File: config.mk
export PLATFORM = sky130hd
export DESIGN_NAME = command_recognizer
export DESIGN_NICKNAME = d
export VERILOG_FILES = /design/src/rtl/cmd_rec_pkg.sv /design/src/rtl/command_recognizer_matcher.sv /design/src/rtl/command_recognizer.sv
export SDC_FILE = /design/constraint.sdc
export NUM_CORES = 1
export LEC_CHECK = 0
export BUFFER_PORTS_ARGS = -buffer_cell sky130_fd_sc_hd__buf_2
export CORE_MARGIN = 4
export CORE_UTILIZATION = 45
export CTS_CLUSTER_DIAMETER = 150
export CTS_CLUSTER_SIZE = 10
export DETAILED_ROUTE_END_ITERATION = 8
export PLACE_DENSITY_LB_ADDON = 0.12
export SLEW_MARGIN = 20
export SYNTH_ARGS = -nofsm -noshare
export SYNTH_HDL_FRONTEND = slang
export SYNTH_SLANG_ARGS = --single-unit
File: constraint.sdc
create_clock -name clock -period 5.1 [get_ports clock]
set_input_delay 1.02 -clock clock [delete_from_list [all_inputs] [get_ports clock]]
set_output_delay 1.02 -clock clock [all_outputs]
set_load 0.02 [all_outputs]
File: src/rtl/cmd_rec_pkg.sv
// Shared definitions for the command recognizer: the FSM state type, the
// keyword tables (one character per slot, first character in slot 0),
// keyword lengths and the verb/object index assignments.
package cmd_rec_pkg;

  typedef enum logic {
    WAIT_VERB = 1'b0,
    WAIT_OBJ  = 1'b1
  } state_t;

  localparam int KW_CHAR_W  = 8;
  localparam int KW_MAX_LEN = 8;

  // Slot 0 is the leftmost element, so a string literal padded with zeros
  // on the right reads naturally as the keyword.
  typedef logic [0:KW_MAX_LEN-1][KW_CHAR_W-1:0] kw_t;

  localparam int NUM_VERBS = 2;
  localparam int NUM_OBJS  = 3;

  localparam int VERB_OPEN  = 0;
  localparam int VERB_CLOSE = 1;

  localparam int OBJ_WINDOW = 0;
  localparam int OBJ_DOOR   = 1;
  localparam int OBJ_LIGHT  = 2;

  localparam int LEN_OPEN   = 4;
  localparam int LEN_CLOSE  = 5;
  localparam int LEN_WINDOW = 6;
  localparam int LEN_DOOR   = 4;
  localparam int LEN_LIGHT  = 5;

  localparam kw_t VERB_TABLE [NUM_VERBS] = '{
    VERB_OPEN:  kw_t'({"OPEN",  32'h0}),
    VERB_CLOSE: kw_t'({"CLOSE", 24'h0})
  };

  localparam kw_t OBJ_TABLE [NUM_OBJS] = '{
    OBJ_WINDOW: kw_t'({"WINDOW", 16'h0}),
    OBJ_DOOR:   kw_t'({"DOOR",   32'h0}),
    OBJ_LIGHT:  kw_t'({"LIGHT",  24'h0})
  };

  localparam int VERB_LEN [NUM_VERBS] = '{
    VERB_OPEN:  LEN_OPEN,
    VERB_CLOSE: LEN_CLOSE
  };

  localparam int OBJ_LEN [NUM_OBJS] = '{
    OBJ_WINDOW: LEN_WINDOW,
    OBJ_DOOR:   LEN_DOOR,
    OBJ_LIGHT:  LEN_LIGHT
  };

endpackage

File: src/rtl/command_recognizer_matcher.sv
// Position tracker for one keyword. Each accepted character either advances
// the position, completes the keyword (o_match, position back to 0), or falls
// back to position 1 when the mismatching character is the keyword's first
// letter, otherwise to 0. Idle cycles leave the position untouched.
module keyword_matcher
  import cmd_rec_pkg::*;
#(
  parameter int  CHAR_W  = 8,
  parameter int  MAX_LEN = 8,
  parameter int  LEN     = 4,
  parameter kw_t KW      = '0
) (
  input  logic              clock,
  input  logic              reset,
  input  logic              i_valid,
  input  logic [CHAR_W-1:0] i_char,
  input  logic              i_clear,
  output logic              o_match
);

  localparam int PW = (MAX_LEN > 1) ? $clog2(MAX_LEN) : 1;

  logic [PW-1:0]     r_pos;
  logic [CHAR_W-1:0] w_expected;
  logic [CHAR_W-1:0] w_first;
  logic              w_hit;
  logic              w_last;

  assign w_expected = CHAR_W'(KW[r_pos]);
  assign w_first    = CHAR_W'(KW[0]);
  assign w_hit      = i_valid && (i_char == w_expected);
  assign w_last     = (r_pos == PW'(LEN - 1));
  assign o_match    = w_hit && w_last;

  // Position update; a clear from the recognizer overrides this character's advance
  always_ff @(posedge clock) begin
    if (reset || i_clear) begin
      r_pos <= '0;
    end else if (i_valid) begin
      if (w_hit) begin
        r_pos <= w_last ? '0 : r_pos + 1'b1;
      end else begin
        r_pos <= (i_char == w_first) ? PW'(1) : '0;
      end
    end
  end

endmodule

File: src/rtl/command_recognizer.sv
// Verb+object command recognizer over a character stream. A verb arms the
// recognizer, a following object completes the command. If no object arrives
// within OBJ_TIMEOUT accepted characters the pending verb expires.
// Optional feature: define CMD_REC_STATUS_EN to track per-object open/closed
// status in o_obj_state; otherwise o_obj_state is tied to 0.
module command_recognizer
  import cmd_rec_pkg::*;
#(
  parameter int CHAR_W      = 8,
  parameter int N_VERB      = 2,
  parameter int N_OBJ       = 3,
  parameter int MAX_LEN     = 8,
  parameter int OBJ_TIMEOUT = 16,
  localparam int VW = (N_VERB > 1) ? $clog2(N_VERB) : 1,
  localparam int OW = (N_OBJ > 1) ? $clog2(N_OBJ) : 1
) (
  input  logic              clock,
  input  logic              reset,
  input  logic              i_char_valid,
  input  logic [CHAR_W-1:0] i_char,
  output logic              o_cmd_valid,
  output logic [VW-1:0]     o_cmd_verb,
  output logic [OW-1:0]     o_cmd_obj,
  output logic              o_timeout,
  output logic [N_OBJ-1:0]  o_obj_state
);

  localparam int TW = $clog2(OBJ_TIMEOUT + 1);

  state_t r_state;
  state_t w_next_state;

  logic [VW-1:0] r_verb;
  logic [TW-1:0] r_tcount;
  logic          r_cmd_valid;
  logic [VW-1:0] r_cmd_verb;
  logic [OW-1:0] r_cmd_obj;
  logic          r_timeout;

  logic [N_VERB-1:0] w_verb_match;
  logic [N_OBJ-1:0]  w_obj_match;
  logic              w_verb_hit;
  logic [VW-1:0]     w_verb_idx;
  logic              w_obj_hit;
  logic [OW-1:0]     w_obj_idx;
  logic              w_last_slot;

  logic w_fire_cmd;
  logic w_fire_timeout;
  logic w_latch_verb;
  logic w_clear_verbs;
  logic w_clear_objs;

  genvar g;
  generate
    for (g = 0; g < N_VERB; g++) begin : g_verb
      keyword_matcher #(
        .CHAR_W (CHAR_W),
        .MAX_LEN(MAX_LEN),
        .LEN    (VERB_LEN[g]),
        .KW     (VERB_TABLE[g])
      ) u_matcher (
        .clock  (clock),
        .reset  (reset),
        .i_valid(i_char_valid),
        .i_char (i_char),
        .i_clear(w_clear_verbs),
        .o_match(w_verb_match[g])
      );
    end
    for (g = 0; g < N_OBJ; g++) begin : g_obj
      keyword_matcher #(
        .CHAR_W (CHAR_W),
        .MAX_LEN(MAX_LEN),
        .LEN    (OBJ_LEN[g]),
        .KW     (OBJ_TABLE[g])
      ) u_matcher (
        .clock  (clock),
        .reset  (reset),
        .i_valid(i_char_valid),
        .i_char (i_char),
        .i_clear(w_clear_objs),
        .o_match(w_obj_match[g])
      );
    end
  endgenerate

  // Lowest-index priority among simultaneous verb and object matches
  always_comb begin
    w_verb_hit = 1'b0;
    w_verb_idx = '0;
    w_obj_hit  = 1'b0;
    w_obj_idx  = '0;
    for (int i = N_VERB - 1; i >= 0; i--) begin
      if (w_verb_match[i]) begin
        w_verb_hit = 1'b1;
        w_verb_idx = VW'(i);
      end
    end
    for (int i = N_OBJ - 1; i >= 0; i--) begin
      if (w_obj_match[i]) begin
        w_obj_hit = 1'b1;
        w_obj_idx = OW'(i);
      end
    end
  end

  // True when the character being accepted is the last one a pending verb may wait for
  assign w_last_slot = i_char_valid && (r_tcount == TW'(OBJ_TIMEOUT - 1));

  // State register plus the registered outputs, verb latch and timeout count
  always_ff @(posedge clock) begin
    if (reset) begin
      r_state     <= WAIT_VERB;
      r_verb      <= '0;
      r_tcount    <= '0;
      r_cmd_valid <= 1'b0;
      r_cmd_verb  <= '0;
      r_cmd_obj   <= '0;
      r_timeout   <= 1'b0;
    end else begin
      r_state     <= w_next_state;
      r_cmd_valid <= w_fire_cmd;
      r_timeout   <= w_fire_timeout;
      if (w_latch_verb) begin
        r_verb <= w_verb_idx;
      end
      if (w_fire_cmd) begin
        r_cmd_verb <= r_verb;
        r_cmd_obj  <= w_obj_idx;
      end
      if (w_latch_verb || w_fire_cmd || w_fire_timeout) begin
        r_tcount <= '0;
      end else if (r_state == WAIT_OBJ && i_char_valid) begin
        r_tcount <= r_tcount + 1'b1;
      end
    end
  end

  // Next state: a verb arms, an object match or an expired wait returns to idle
  always_comb begin
    w_next_state = r_state;
    case (r_state)
      WAIT_VERB: if (w_verb_hit) w_next_state = WAIT_OBJ;
      WAIT_OBJ:  if (w_obj_hit || w_last_slot) w_next_state = WAIT_VERB;
      default:   w_next_state = WAIT_VERB;
    endcase
  end

  // Actions per state; object beats expiry, expiry beats a replacement verb
  always_comb begin
    w_fire_cmd     = 1'b0;
    w_fire_timeout = 1'b0;
    w_latch_verb   = 1'b0;
    w_clear_verbs  = 1'b0;
    w_clear_objs   = 1'b0;
    case (r_state)
      WAIT_VERB: begin
        if (w_verb_hit) begin
          w_latch_verb = 1'b1;
          w_clear_objs = 1'b1;
        end
      end
      WAIT_OBJ: begin
        if (w_obj_hit) begin
          w_fire_cmd    = 1'b1;
          w_clear_verbs = 1'b1;
          w_clear_objs  = 1'b1;
        end else if (w_last_slot) begin
          w_fire_timeout = 1'b1;
          w_clear_verbs  = 1'b1;
          w_clear_objs   = 1'b1;
        end else if (w_verb_hit) begin
          w_latch_verb = 1'b1;
          w_clear_objs = 1'b1;
        end
      end
      default: begin
      end
    endcase
  end

  assign o_cmd_valid = r_cmd_valid;
  assign o_cmd_verb  = r_cmd_verb;
  assign o_cmd_obj   = r_cmd_obj;
  assign o_timeout   = r_timeout;

`ifdef CMD_REC_STATUS_EN
  logic [N_OBJ-1:0] r_obj_state;

  // Object status follows each completed command, updating with the pulse
  always_ff @(posedge clock) begin
    if (reset) begin
      r_obj_state <= '0;
    end else if (w_fire_cmd) begin
      r_obj_state[w_obj_idx] <= (r_verb == VW'(VERB_OPEN));
    end
  end

  assign o_obj_state = r_obj_state;
`else
  assign o_obj_state = '0;
`endif

endmodule
# After elaboration in Yosys (flattened, before gate mapping)
# Memories as Yosys holds them, arrays and structs flattened.
# Cells that the tools add are included.
totals:
  regBits: 27
  rom_bits: 320
  inputBits: 11
  output_inout_bits: 8
  elab_cells: 118
  n_memories: 5
op_classes:
  n_addsub: 6
  order_cmp: 5
  eq_ne: 16
  muxes: 50
  bitwise_logic: 6
  reduce_logical: 18
memory_table:
  columns: ["name", "words", "word_bits", "read_ports", "rd_ports_with_merged_regs", "wr", "line_no", "rtl"]
  rows:
  - ["(no name shown)", 8, 8, 1, 0, 0, "command_recognizer_matcher.sv:29", "assign w_expected = CHAR_W'(KW[r_pos]);"]
  - ["(no name shown)", 8, 8, 1, 0, 0, "command_recognizer_matcher.sv:29", null]
  - ["(no name shown)", 8, 8, 1, 0, 0, "command_recognizer_matcher.sv:29", null]
  - ["(no name shown)", 8, 8, 1, 0, 0, "command_recognizer_matcher.sv:29", null]
  - ["(no name shown)", 8, 8, 1, 0, 0, "command_recognizer_matcher.sv:29", null]
ops:
  columns: ["op", "count"]
  rows:
  - ["8-bit 2-to-1 mux", 10]
  - ["8-bit by 7-bit equality test with 1-bit output (second input constant)", 5]
  - ["8-bit equality test", 5]
  - ["3-bit 2-to-1 mux", 10]
  - ["1-bit 2-to-1 mux", 24]
  - ["4-bit >= comparator (second input constant)", 5]
  - ["3-bit NOT with 4-bit output", 5]
  - ["3-bit by 1-bit adder with 3-bit output (second input constant)", 5]
  - ["1-bit logical AND", 12]
  - ["3-bit equality test (second input constant)", 3]
  - ["3-bit by 2-bit equality test with 1-bit output (second input constant)", 2]
  - ["2-bit 2-to-1 mux", 3]
  - ["1-bit one-hot mux with 2 select lines", 3]
  - ["5-bit by 1-bit adder with 5-bit output (second input constant)", 1]
  - ["5-bit by 4-bit equality test with 1-bit output (second input constant)", 1]
  - ["1-bit logical OR", 5]
  - ["2-bit OR reduction", 1]
  - ["1-bit NOT", 1]

# Depth between registers and ports, before layout
logic_depth:
  word_depth: 16
  mapped_depth: 9
  depth_no_buf: 8

# Hierarchy
# From an unflattened synthesis, not the netlist that was laid out.
hier_totals:
  cells_unflattened: 298
  hier_area_um2: 2406.1
modules_own_cells:
  columns: ["module", "n_inst", "cells_each", "area_per_inst_um2"]
  rows:
  - ["command_recognizer", 1, 64, 555.5]
  - ["keyword_matcher (g_obj[0].u_matcher)", 1, 51, 407.9]
  - ["keyword_matcher (g_obj[2].u_matcher)", 1, 52, 400.4]
  - ["keyword_matcher (g_verb[1].u_matcher)", 1, 47, 384.1]
  - ["keyword_matcher (g_obj[1].u_matcher)", 1, 45, 341.6]
  - ["keyword_matcher (g_verb[0].u_matcher)", 1, 39, 316.6]

# Worst setup path before layout
# Ideal clock, no wire load.
synth_timing:
  path_kind: "input -> register"
  startpoint: "input port i_char[0]"
  endpoint: "register g_verb[0].u_matcher.r_pos[1]"
  arrival_time_ns: 2.582
  setup_slack_ns: 2.452
  path_stages: 7
  path_cell_list: "buf_4 > xnor2_1 > or4_4 > o21ai_2 > o2111ai_4 > or4_4 > a21oi_2"
synth_between:
  elab_chain_len: 9
  elab_cells_between_ends: 18
  classes_between: "eq/ne (4); mux (6); reduce/logical (8)"
synth_rtl:
  columns: ["item", "line_no", "rtl"]
  rows:
  - ["from (decl)", "command_recognizer.sv:20", "input logic [CHAR_W-1:0] i_char,"]
  - ["8-bit equality test", "command_recognizer_matcher.sv:31", "assign w_hit = i_valid && (i_char == w_expected);"]
  - ["1-bit logical AND", "command_recognizer_matcher.sv:31", null]
  - ["1-bit logical AND", "command_recognizer_matcher.sv:33", "assign o_match = w_hit && w_last;"]
  - ["1-bit 2-to-1 mux (3 in a row)", "command_recognizer.sv:101", "if (w_obj_match[i]) begin"]
  - ["1-bit 2-to-1 mux", "command_recognizer.sv:165", "if (w_obj_hit) begin"]
  - ["1-bit 2-to-1 mux", "command_recognizer.sv:157", "case (r_state)"]
  - ["1-bit logical OR", "command_recognizer_matcher.sv:37", "if (reset || i_clear) begin"]
  - ["to (signal assigned)", "command_recognizer_matcher.sv:41", "r_pos <= w_last ? '0 : r_pos + 1'b1;"]
  - ["to (signal assigned)", "command_recognizer_matcher.sv:43", "r_pos <= (i_char == w_first) ? PW'(1) : '0;"]
  - ["to (decl)", "command_recognizer_matcher.sv:23", "logic [PW-1:0] r_pos;"]
# Several ways; a longest one is shown, not always the timed one.
# A chain may end at the register's enable or synchronous reset.

# Worst setup path in the final report
layout_timing:
  startpoint: "input port i_char[3]"
  endpoint: "register g_obj[0].u_matcher.r_pos[1]"
layout_between:
  elab_chain_len: 10
  elab_cells_between_ends: 26
  classes_between: "eq/ne (5); mux (10); reduce/logical (11)"
layout_rtl:
  columns: ["item", "line_no", "rtl"]
  rows:
  - ["8-bit equality test", "command_recognizer_matcher.sv:31", null]
  - ["1-bit logical AND", "command_recognizer_matcher.sv:31", null]
  - ["1-bit logical AND", "command_recognizer_matcher.sv:33", null]
  - ["1-bit 2-to-1 mux (2 in a row)", "command_recognizer.sv:95", "if (w_verb_match[i]) begin"]
  - ["1-bit 2-to-1 mux", "command_recognizer.sv:159, command_recognizer.sv:173", null]
  - ["1-bit 2-to-1 mux", "command_recognizer.sv:169", "end else if (w_last_slot) begin"]
  - ["1-bit 2-to-1 mux", "command_recognizer.sv:165", null]
  - ["1-bit one-hot mux with 2 select lines", "command_recognizer.sv:157", null]
  - ["1-bit logical OR", "command_recognizer_matcher.sv:37", null]
  - ["to (signal assigned)", "command_recognizer_matcher.sv:41", null]
  - ["to (signal assigned)", "command_recognizer_matcher.sv:43", null]
  - ["to (decl)", "command_recognizer_matcher.sv:23", null]
# Several ways; a longest one is shown, not always the timed one.

==> metrics.yaml <==
holdCritStartpoint: "r_tcount[4]$_SDFFE_PP0P_"
crit_arrival_ns: 3.01
final_core_util: 0.495
syn_area_per_cell_um2: 8.01
rsz0062_at_grt: "no"
start_util: 0.477
stdcell_area_um2: 2590
cts_tree: "built"
synth_common_cells: "dfxtp_1 (27), nand2_1 (24), nor2_1 (23), inv_1 (22), ha_1 (21)"
syn_inst: 312
path_clk_slew_ns: 0.09
worstReg2RegStart: "g_verb[0].u_matcher.r_pos[1]$_SDFFE_PP0P_"
layout.nets: 347
grt_util_met3: 0.0260
critPathKind: "in -> reg"
gr-total-overflow: 0
cts_buffers: 3
synth.most_common_cell: "dfxtp_1"
cp_num_buf_inv: 2
cts_resized: 0
tightestPinTransition_ns: 0.689
io_buffers: 15
place_area_um2: 2550
detail_route.wl_per_cell_um: 16.5
r2r_cells: 8
routed-via-count: 2253
grt-busiest-layer: "met2"
fmax_ghz: 0.347
grt_pass1_vias: 2154
grt_max_degree: 18
period_minus_slack_ns: 2.88
cp-endpoint: "g_obj[0].u_matcher.r_pos[1]$_SDFFE_PP0P_"
die_x_um: 82.5
core_area_um2: 5240
synth_top_area_frac: 0.216
drive_gt1_frac: 0.134
critPathSlowestCell: "o211ai_2"
finalCritPeriodShare: 0.565
power_density_nw_per_um2: 157
fillers: 541
clock_sinks: 27
synth-main-ff-cell: "dfxtp_1"
ys_warn_count: 0
area_growth_pct: 3.86
cts_max_path_buffers: 2
endpoint_kind: "flip-flop"
yosys-top-cells-area: "dfxtp_1 (22%), ha_1 (11%), nand2_1 (3.6%), nor2_1 (3.5%), inv_1 (3.3%)"
grt_first_pass_wirelength_um: 10800
final.setup.tns_ns: 0
synth-async-reset-ratio: 0
rows: 26
fp.dieH_um: 82.5
cts-root-buf: "clkbuf_8"
synth_cell_type_count: 71
htree_num_levels: 1
antennaDiodeCount: 0
gp_congestion: 0.885
dieArea_um2: 6810
antenna_found_initial: 0
postCtsSetupBuffers: 0
firstDrtPassIters: 4
synth-seq-cells: 27
gr-usage-met1: 0.288
synth_top_area_cell: "dfxtp_1"
synth-edff-count: 0
timing.rr.end: "g_obj[0].u_matcher.r_pos[1]$_SDFFE_PP0P_"
totalPowerFinal_uw: 408
slew_viol_final: 0
drt_iter0_markers: 130
insertion_delay_ns: 0.27
cpPeakStageDelay_ns: 0.61
path_delay_family: "compound AO/OA/AOI/OAI gates"
seq_area_frac_synth: 0.216
finalWirelength_um: 6350
status: "completed"
crit_fanout: 13
finalHoldViolCount: 0
vias_per_cell: 5.87
ant_nets: 0
cts_hold_buf: 0
grtUsageMet2: 0.316
cp.required_ns: 5.23
path_cells: "buf_2 -> inv_1 -> a221o_1 -> o21ai_2 -> o2111ai_4 -> o211ai_2 -> nor3_1"
vdd_drop_max_uv: 77.1
path_depth: 7
rrSetupSlack_ns: 2.40
setup_viol: 0
worst_clock_skew_ns: 0.00787
cp-start-kind: "input port"
worstHoldPathType: "reg -> reg"
ios: 19
max_cap_violations: 0
dp.final_hpwl_um: 4840
crit_path_start: "i_char[3]"
drt_drc_violations_left: 0
synth_area_um2: 2500
slew_headroom: 0.539
grt_usage: 0.205
p_leak_uw: 0.000934
power by group:
group          internal [uW]  switching (uW)
clock                   54.8            67.0
combinational           23.1            46.2
sequential               213            3.48
routing by layer:
layer / share of wire / wire (um) / vias up
li1: - / - / 1132
met1: 0.47 / 2980 / 1036
met2: 0.44 / 2770 / 70
met3: 0.067 / 428 / 15
met4: 0.027 / 173 / 0
met5: 0 / 0 / -
state kept, by name (all words and copies together) (netlist names):
register                count
r_tcount                    5
o_cmd_obj                   2
o_cmd_valid                 1
o_cmd_verb                  1
r_state                     1
r_verb                      1
g_verb.u_matcher.r_pos      6
o_timeout                   1
g_obj.u_matcher.r_pos       9
worst register-to-register path: stages (launching register included):
cell and delay (ns):
dfxtp_1 0.37, inv_1 0.07, ha_1 0.33, nor2b_1 0.15, or4_4 0.48, o21ai_2 0.18
o2111ai_4 0.20, o211ai_2 0.61, nor3_1 0.15
layout make-up:
cell class | count | area, um^2 | area share
clock buffer | 3 | 41.3 | 0.0159
clock inverter | 1 | 5.00 | 0.00193
inverter | 24 | 92.6 | 0.0357
multi-input combinational | 244 | 1750 | 0.676
sequential | 27 | 541 | 0.208
tap | 70 | 87.6 | 0.0338
timing repair buffer | 15 | 75.1 | 0.0289
cell families (layout without fill, tap and decap cells):
family,after synthesis,after routing,share of synthesized area
mux,5,5,0.0200
buf+inv,43,43,0.0851
fa+ha+maj,21,21,0.105
compound gates,71,71,0.226
simple gates,128,128,0.290
xor+xnor,16,16,0.0561
flops,27,27,0.216
other cells,1,3,0.00150
cells in the final DEF (no fill, tap or decap), drive strengths merged, types with 4 or more instances in the layout:
cell,instances
a2111oi,5
a211oi,7
a21oi,15
a31oi,5
buf,15
dfxtp,27
ha,21
inv,24
mux2i,5
nand2,24
nand2b,4
nand3,11
nand4,4
nor2,24
nor2b,8
nor3,17
nor3b,5
nor4,4
o21ai,9
or4,6
xnor2,8
xor2,8
through the flow:
step                      hold WS (ns)  setup WS [ns]  cells
after floorplan                  0.432           2.45    314
after global placement           0.445           1.95    380
after detailed placement         0.448           1.95    380
after CTS                        0.462           2.24    384
after global routing             0.476           2.07    384
final                            0.457           2.22    384
worst min path at each step:
stage	to	slack, ns	cells past startpoint
5_1_grt	r_tcount[4]$_SDFFE_PP0P_	0.48	2
3_5_place_dp	r_tcount[4]$_SDFFE_PP0P_	0.45	2
6_report	r_tcount[4]$_SDFFE_PP0P_	0.46	2
2_1_floorplan	r_tcount[4]$_SDFFE_PP0P_	0.43	2
3_3_place_gp	r_tcount[4]$_SDFFE_PP0P_	0.44	2
4_1_cts	r_tcount[4]$_SDFFE_PP0P_	0.46	2
No activity file was read; power rests on OpenSTA's default activity.
